==> src/rtl/cam_seq_pkg.sv <==
// -----------------------------------------------------------------------------
// cam_seq_pkg
// Shared types and constants for the camera power-up sequencer.
//   cam_seq_state_t : sequencer states
//   CAM_PWDN_*      : sensor PWDN pin levels (1 = powered down)
//   CAM_RST_*       : sensor RESET_N pin levels (active-low reset)
//   max3()          : largest of three values, used to size the tick counter
// -----------------------------------------------------------------------------
package cam_seq_pkg;

    typedef enum logic [2:0] {
        IDLE   = 3'd0,
        PWDN   = 3'd1,
        RESET  = 3'd2,
        SETTLE = 3'd3,
        READY  = 3'd4,
        FAULT  = 3'd5
    } cam_seq_state_t;

    localparam logic CAM_PWDN_ON      = 1'b1;
    localparam logic CAM_PWDN_OFF     = 1'b0;
    localparam logic CAM_RST_ASSERT   = 1'b0;
    localparam logic CAM_RST_DEASSERT = 1'b1;

    function automatic int unsigned max3(input int unsigned a, input int unsigned b,
                                         input int unsigned c);
        int unsigned m;
        m = a;
        if (b > m) m = b;
        if (c > m) m = c;
        return m;
    endfunction

endpackage

==> src/rtl/cam_power_seq.sv <==
// -----------------------------------------------------------------------------
// cam_power_seq
// Camera power-up sequencer: walks the sensor through power-down, reset and
// settle phases, then raises ready_o to release the SCCB configuration stage.
// Phase lengths are counted in expirations ("ticks") of an external timer
// that this block drives through timer_count_o / timer_done_i.
//
// Ports:
//   clk_i          system clock
//   rst_i          asynchronous active-high reset
//   start_i        pulse, begin sequence (only from IDLE or FAULT)
//   stop_i         pulse, abort to IDLE from any state (wins over start_i)
//   timer_done_i   timer expiry
//   timer_count_o  timer enable; 0 reloads the timer
//   cam_pwdn_o     sensor power-down (1 = powered down)
//   cam_rst_n_o    sensor reset, active-low
//   busy_o         sequence in progress (PWDN/RESET/SETTLE)
//   ready_o        sequence complete
//   err_o          watchdog fault
//
// Optional feature: define CAM_SEQ_WDOG_EN to enable a watchdog that moves to
// FAULT when the timer fails to expire within wdog_cycles_g counting cycles.
// Without it FAULT is unreachable and err_o is tied 0.
// All outputs are registered (decoded from the next state).
// -----------------------------------------------------------------------------
module cam_power_seq
    import cam_seq_pkg::*;
#(
    parameter int unsigned pwdn_ticks_g   = 2,
    parameter int unsigned rst_ticks_g    = 3,
    parameter int unsigned settle_ticks_g = 5,
    parameter int unsigned wdog_cycles_g  = 4096
) (
    input  logic clk_i,
    input  logic rst_i,
    input  logic start_i,
    input  logic stop_i,
    input  logic timer_done_i,
    output logic timer_count_o,
    output logic cam_pwdn_o,
    output logic cam_rst_n_o,
    output logic busy_o,
    output logic ready_o,
    output logic err_o
);

    localparam int unsigned MaxTicks = max3(pwdn_ticks_g, rst_ticks_g, settle_ticks_g);
    localparam int unsigned TickW    = $clog2(MaxTicks + 1);

    cam_seq_state_t   r_state, w_state_nxt;
    logic [TickW-1:0] r_ticks, w_ticks_nxt;
    logic             r_count, w_count_nxt;
    logic             r_pwdn, w_pwdn_nxt;
    logic             r_rst_n, w_rst_n_nxt;
    logic             r_busy, w_busy_nxt;
    logic             r_ready, w_ready_nxt;

    logic w_tick;
    logic w_last_tick;
    logic w_enter;
    logic w_wdog_trip;

    // A tick only counts while we are actually enabling the timer.
    assign w_tick = r_count & timer_done_i;

    always_comb begin
        w_last_tick = 1'b0;
        case (r_state)
            PWDN:    w_last_tick = (r_ticks == TickW'(pwdn_ticks_g - 1));
            RESET:   w_last_tick = (r_ticks == TickW'(rst_ticks_g - 1));
            SETTLE:  w_last_tick = (r_ticks == TickW'(settle_ticks_g - 1));
            default: w_last_tick = 1'b0;
        endcase
    end

    // Next-state logic; a counted tick takes priority over a watchdog trip.
    always_comb begin
        w_state_nxt = r_state;
        if (stop_i) begin
            w_state_nxt = IDLE;
        end else begin
            case (r_state)
                IDLE: if (start_i) w_state_nxt = PWDN;
                PWDN: begin
                    if (w_tick && w_last_tick) w_state_nxt = RESET;
                    else if (w_wdog_trip)      w_state_nxt = FAULT;
                end
                RESET: begin
                    if (w_tick && w_last_tick) w_state_nxt = SETTLE;
                    else if (w_wdog_trip)      w_state_nxt = FAULT;
                end
                SETTLE: begin
                    if (w_tick && w_last_tick) w_state_nxt = READY;
                    else if (w_wdog_trip)      w_state_nxt = FAULT;
                end
                READY: w_state_nxt = READY;
                FAULT: if (start_i) w_state_nxt = PWDN;
                default: w_state_nxt = IDLE;
            endcase
        end
    end

    assign w_enter = (w_state_nxt != r_state);

    // Tick counter restarts on every state entry.
    always_comb begin
        w_ticks_nxt = r_ticks;
        if (w_enter)     w_ticks_nxt = '0;
        else if (w_tick) w_ticks_nxt = r_ticks + 1'b1;
    end

    // Output decode from the next state so every output is a plain register.
    always_comb begin
        w_pwdn_nxt  = CAM_PWDN_ON;
        w_rst_n_nxt = CAM_RST_ASSERT;
        w_busy_nxt  = 1'b0;
        w_ready_nxt = 1'b0;
        case (w_state_nxt)
            PWDN: begin
                w_busy_nxt = 1'b1;
            end
            RESET: begin
                w_pwdn_nxt = CAM_PWDN_OFF;
                w_busy_nxt = 1'b1;
            end
            SETTLE: begin
                w_pwdn_nxt  = CAM_PWDN_OFF;
                w_rst_n_nxt = CAM_RST_DEASSERT;
                w_busy_nxt  = 1'b1;
            end
            READY: begin
                w_pwdn_nxt  = CAM_PWDN_OFF;
                w_rst_n_nxt = CAM_RST_DEASSERT;
                w_ready_nxt = 1'b1;
            end
            default: ;
        endcase
    end

    // Drop count for one cycle on phase entry and after each counted tick so
    // the timer reloads; this makes each tick exactly P+1 cycles.
    assign w_count_nxt = w_busy_nxt & ~w_enter & ~w_tick;

    always_ff @(posedge clk_i or posedge rst_i) begin
        if (rst_i) begin
            r_state <= IDLE;
            r_ticks <= '0;
            r_count <= 1'b0;
            r_pwdn  <= CAM_PWDN_ON;
            r_rst_n <= CAM_RST_ASSERT;
            r_busy  <= 1'b0;
            r_ready <= 1'b0;
        end else begin
            r_state <= w_state_nxt;
            r_ticks <= w_ticks_nxt;
            r_count <= w_count_nxt;
            r_pwdn  <= w_pwdn_nxt;
            r_rst_n <= w_rst_n_nxt;
            r_busy  <= w_busy_nxt;
            r_ready <= w_ready_nxt;
        end
    end

`ifdef CAM_SEQ_WDOG_EN
    localparam int unsigned WdogW = $clog2(wdog_cycles_g + 1);

    logic [WdogW-1:0] r_wdog, w_wdog_nxt;
    logic             r_err;

    // Trips on the cycle that would make the count reach wdog_cycles_g.
    assign w_wdog_trip = r_count & (r_wdog == WdogW'(wdog_cycles_g - 1));

    always_comb begin
        w_wdog_nxt = r_wdog;
        if (w_enter || w_tick || !r_count) w_wdog_nxt = '0;
        else                               w_wdog_nxt = r_wdog + 1'b1;
    end

    always_ff @(posedge clk_i or posedge rst_i) begin
        if (rst_i) begin
            r_wdog <= '0;
            r_err  <= 1'b0;
        end else begin
            r_wdog <= w_wdog_nxt;
            r_err  <= (w_state_nxt == FAULT);
        end
    end

    assign err_o = r_err;
`else
    logic w_unused_wdog;
    assign w_unused_wdog = ^wdog_cycles_g;
    assign w_wdog_trip   = 1'b0;
    assign err_o         = 1'b0;
`endif

    assign timer_count_o = r_count;
    assign cam_pwdn_o    = r_pwdn;
    assign cam_rst_n_o   = r_rst_n;
    assign busy_o        = r_busy;
    assign ready_o       = r_ready;

endmodule

==> config.mk <==
export PLATFORM = sky130hd
export DESIGN_NAME = cam_power_seq
export DESIGN_NICKNAME = d
export VERILOG_FILES = /design/src/rtl/cam_seq_pkg.sv /design/src/rtl/cam_power_seq.sv
export SDC_FILE = /design/constraint.sdc
export NUM_CORES = 1
export LEC_CHECK = 0
export ABC_AREA = 0
export BUFFER_PORTS_ARGS = -buffer_cell sky130_fd_sc_hd__buf_4
export CORE_UTILIZATION = 40
export CTS_CLUSTER_DIAMETER = 60
export DETAILED_ROUTE_END_ITERATION = 7
export SKIP_CTS_REPAIR_TIMING = 1
export SYNTH_ARGS = -nofsm -noshare
export SYNTH_HDL_FRONTEND = slang
export SYNTH_SLANG_ARGS = --single-unit
==> constraint.sdc <==
create_clock -name clk_i -period 2.3 [get_ports clk_i]
set_input_delay 0.345 -clock clk_i [delete_from_list [all_inputs] [get_ports clk_i]]
set_output_delay 0.345 -clock clk_i [all_outputs]
set_load 0.02 [all_outputs]
After elaboration in Yosys (flattened, before gate mapping)

Cells that the tools add are included.

Register bits: 11
Input bits: 5
Output and inout port bits: 6
Word-level logic and storage cells: 46

$add $sub $neg: 1
Equal/unequal tests: 13
Mux-type cells: 13
Bitwise logic cells: 5
Reduce and logical (&&, ||, !) cells: 7

Operators by type and width:

| cell                  | count |
|---|---|
| $mux W3               | 7 |
| $eq A3 B2 Y1 const B  | 5 |
| $pmux W3 S5           | 1 |
| $eq A3 B3 Y1 const B  | 4 |
| $eq A3 B1 Y1 const B  | 3 |
| $reduce_or A3 Y1      | 2 |
| $mux W1               | 4 |
| $reduce_or A2 Y1      | 2 |
| $add A3 B1 Y3 const B | 1 |
| $and A1 B1 Y1         | 3 |
| $logic_not A3 Y1      | 1 |
| $ne A3 B3 Y1          | 1 |
| $pmux W1 S3           | 1 |
| $not A1 Y1            | 2 |
| $reduce_bool A2 Y1    | 1 |
| $logic_and A1 B1 Y1   | 1 |

Longest topological paths before layout

Depth in word-level cells: 11
Gate-level depth with buffers: 5
Mapped depth without buffers: 4

Worst setup path before layout

Ideal clock, no wire load.

Path kind: reg-to-reg
From: register r_state[1]
To: register r_busy, in the netlist busy_o
Setup time: 0.121 ns
Arrival: 1.393 ns
Data required time: 2.179 ns
Slack: 0.786 ns
Cell stages (with the launch flop): 5
Path buffers: 0
Period minus slack after synthesis: 1.514 ns
Cells stage by stage: dfrtp_1 > nand3b_1 > a211oi_4 > nand3_2 > a32o_2

Word-level cells in the longest chain between the ends: 9
Elaborated cells between the ends (all ways): 20
Classes of those cells: eq/ne: 8; mux: 8; reduce/logical: 4

RTL lines:

| element                                             | RTL line                                                      | RTL |
|---|---|---|
| from (decl)                                         | cam_power_seq.sv:50                                           | `cam_seq_state_t r_state, w_state_nxt;` |
| from (signal assigned)                              | cam_power_seq.sv:154                                          | `r_state <= w_state_nxt;` |
| $eq A3 B2 Y1 / $eq A3 B1 Y1 (equally long branches) | cam_power_seq.sv:68, cam_power_seq.sv:82                      |  |
| $pmux W1 S3                                         | cam_power_seq.sv:68                                           | `case (r_state)` |
| $logic_and A1 B1 Y1                                 | cam_power_seq.sv:85, cam_power_seq.sv:89, cam_power_seq.sv:93 |  |
| $mux W3, on equally long branches                   | cam_power_seq.sv:93, cam_power_seq.sv:85, cam_power_seq.sv:89 |  |
| $pmux W3 S5 (*)                                     | cam_power_seq.sv:82                                           | `case (r_state)` |
| $mux W3 (*)                                         | cam_power_seq.sv:79                                           | `if (stop_i) begin` |
| $eq A3 B2 Y1 / $eq A3 B1 Y1 (equally long branches) | cam_power_seq.sv:118                                          | `case (w_state_nxt)` |
| $reduce_or A3 Y1 (no line) (*)                      | --                                                            |  |
| $mux W1 (*)                                         | cam_power_seq.sv:118                                          |  |
| via w_busy_nxt                                      | cam_power_seq.sv:55                                           | `logic r_busy, w_busy_nxt;` |
| to (signal assigned)                                | cam_power_seq.sv:159                                          | `r_busy <= w_busy_nxt;` |
| to (decl)                                           | cam_power_seq.sv:55                                           |  |

Mark *: on every way through the listed nets, which the timed path passes. The rest lies on a longest branch.
A chain may end at the register's enable or synchronous reset.

Worst setup path after layout

From: register r_state[2]
To: register r_busy, in the netlist busy_o

The elaborated chain is that of the path after synthesis.

==> summary.md <==
| Metric | Value |
|---|---|
| Status | `completed` |
| Via count | `524` |
| Period utilisation layout | `0.769` |
| Peak VDD IR | `0.000257 V` |
| Worst Path Required | `2460 ps` |
| DPL Wire Length | `920 um` |
| Die X | `43.0 um` |
| Power density over cell area | `499 nW/um^2` |
| Die Footprint | `1850 sq um` |
| Yosys cell types | `35` |
| R2R Setup Slk | `530 ps` |
| Area grow syn2layout | `13.8%` |
| Flops & latches, synth | `11` |
| Top cells by area, synth | `dfrtp_1, dfstp_2, a211oi_1` |
| Drt via density | `5.46` |
| Xor and xnor area share after synthesis | `0.0260` |
| Clock net sink count | `11` |
| Syn_area_per_cell | `9.48 sq um` |
| # placed instances | `92` |
| Max clock buf depth | `2` |
| Critical path buffers and inverters | `0` |
| Mapped Cells | `71` |
| CTS Buf Count | `3` |
| DRT Wirelength | `1310 um` |
| Largest area contributor in the netlist | `dfrtp_1` |
| Ys flop type | `dfrtp_1` |
| FMAX | `0.566 GHz` |
| LEAKAGE | `0.324 nW` |
| Post-synth EDFFs | `0` |
| CP max-delay cell | `dfrtp_1` |
| Proportion of layout cells with a drive suffix above 1 | `0.288` |
| Routed Antenna Nets | `0` |
| First-pass iteration count of the detailed router | `4` |
| CTS Root Cell | `clkbuf_4` |
| RR Startpoint | `r_state[2]` |
| Mux cell area share after synthesis | `0.0297` |
| Reg2Reg Depth | `4` |
| Chip height | `43.0 um` |
| Overflow left after global routing | `0` |
| Nets | `87` |
| # DRC | `0` |
| Register area share after synthesis | `0.411` |
| Post-Syn Area | `673 sq um` |
| Compound-Gate Fraction of Synth Area | `0.230` |
| Largest family of logic cells by synthesized area | `compound AO/OA/AOI/OAI gates` |
| Worst setup SP type | `flip-flop` |
| WS Path Type | `flip-flop to flip-flop` |
| Final clock skew | `3.50 ps` |
| Fillers | `150` |
| Routed WL per cell | `13.7 um` |
| Largest net degree at the start of global routing | `12` |
| Design area | `766 sq um` |
| Commonest non-fill, non-tap cell in the layout | `dfrtp_1` |
| Vias in the first global route | `466` |
| Fin util | `0.497` |
| Crit Path Max Fanout | `11` |
| Mapped Nets | `77` |
| Endpoints failing hold | `0` |
| CTS tree | `built` |
| Worst setup startpoint | `r_state[2]` |
| Total global-route track usage | `0.161` |
| Slew Limit Fails | `0` |
| Crit-path cells | `and2b_4, mux2i_1, nand3_2, a32o_2` |
| Post-synth top area share | `0.372` |
| Max incr delay on CP | `500 ps` |
| Worst r2r dst | `busy_o` |
| Initial Util | `0.437` |
| Non-Filler Instances | `96` |
| Clock period minus worst slack | `1770 ps` |
| Setup_tns | `0 ps` |
| Simple-gate portion of the synthesized area | `0.219` |
| CTS clk-pin slew, worst paths | `70 ps` |
| Crit-path leading delay family | `simple AND/OR/NAND/NOR gates` |
| Initial DRC Count | `16` |
| I/O Buffers | `9` |
| Htree depth | `1` |
| Adder-cell share of the synthesized area | `0.0186` |
| Clk Latency, worst-skew pair | `270 ps` |
| Row count | `14` |
| GPL Wtd Cong | `0.767` |
| First-pass GRT wire length | `2160 um` |
| Final setup fails | `0` |
| RSZ-0062 raised after global routing | `no` |
| Commonest cells after routing, fill and taps aside | `dfrtp_1, buf_4, nand2_1` |
| Asr flop ratio synth | `1.00` |
| Total power | `382 uW` |
| Core footprint | `1540 sq um` |
| Initial antenna violation count | `0` |
| Worst Setup End Kind | `flip-flop` |
| Arrival @ worst endpoint | `1930 ps` |
| Maxcap violations | `0` |
| Yosys warns | `0` |
| I/O Pins | `11` |
| Placed Area | `739 sq um` |
| Antenna cell count | `0` |
| Min-delay worst type | `input pin to async pin` |
-- logic make-up (layout without fill, tap and decap cells) --
family	after synthesis	after routing
AND/OR/NAND/NOR	25	25
AO/OA/AOI/OAI	20	20
flip-flops	11	11
buffers and inverters	9	18
XOR/XNOR	2	2
multiplexers	2	2
adder cells (fa/ha/maj)	1	1
other	1	1
-- flip-flops by register name, summed over array words and instances (netlist names) --
name	flops
timer_count_o	1
ready_o	1
busy_o	1
cam_rst_n_o	1
cam_pwdn_o	1
r_ticks	3
r_state	3
-- final cells by class --
cell class / count / area, sq um / area share
clock buffer: 4 / 26.3 / 0.0343
sequential: 11 / 277 / 0.361
timing repair buffer: 9 / 67.6 / 0.0882
multi-input combinational: 51 / 357 / 0.466
tap: 16 / 20.0 / 0.0261
inverter: 5 / 18.8 / 0.0245
-- metal layers --
layer | vias to the layer above | routed length, um | global-route usage
li1 | 269 | - | -
met1 | 234 | 644 | 0.235
met2 | 17 | 577 | 0.224
met3 | 4 | 58 | 0.0383
met4 | 0 | 34 | 0.0727
met5 | - | 0 | 0
-- synthesized netlist by cell type (2+ instances only) --
library cell,n
dfrtp_1,10
nand2_1,6
inv_1,5
nand3_1,4
o21ai_0,4
a211oi_1,3
a21oi_1,3
nor2_1,3
a21o_1,2
a31oi_1,2
buf_2,2
mux2i_1,2
nand2b_1,2
xor2_1,2
-- where the power goes --
| part | total, mW | internal, mW | switching [mW] |
|---|---|---|---|
| Combinational | 0.0458 | 0.0192 | 0.0266 |
| Sequential | 0.205 | 0.198 | 0.00651 |
| Clock | 0.132 | 0.0671 | 0.0646 |
| Total | 0.382 | 0.285 | 0.0977 |
-- metrics by stage --
step | worst slack (ps) | hold WS (ps)
2_1_floorplan | 786 | 197
3_3_place_gp | 621 | 376
3_5_place_dp | 595 | 376
4_1_cts | 529 | 78.6
5_1_grt | 473 | 107
6_report | 532 | 70.2
-- worst max path at each step --
stage | to | slack, ps | cells past startpoint
2_1_floorplan | busy_o | 790 | 4
4_1_cts | busy_o | 530 | 4
3_5_place_dp | busy_o | 590 | 4
3_3_place_gp | busy_o | 620 | 4
5_1_grt | busy_o | 470 | 4
6_report | busy_o | 530 | 4
Note: power is estimated with default switching activity, not from simulation.
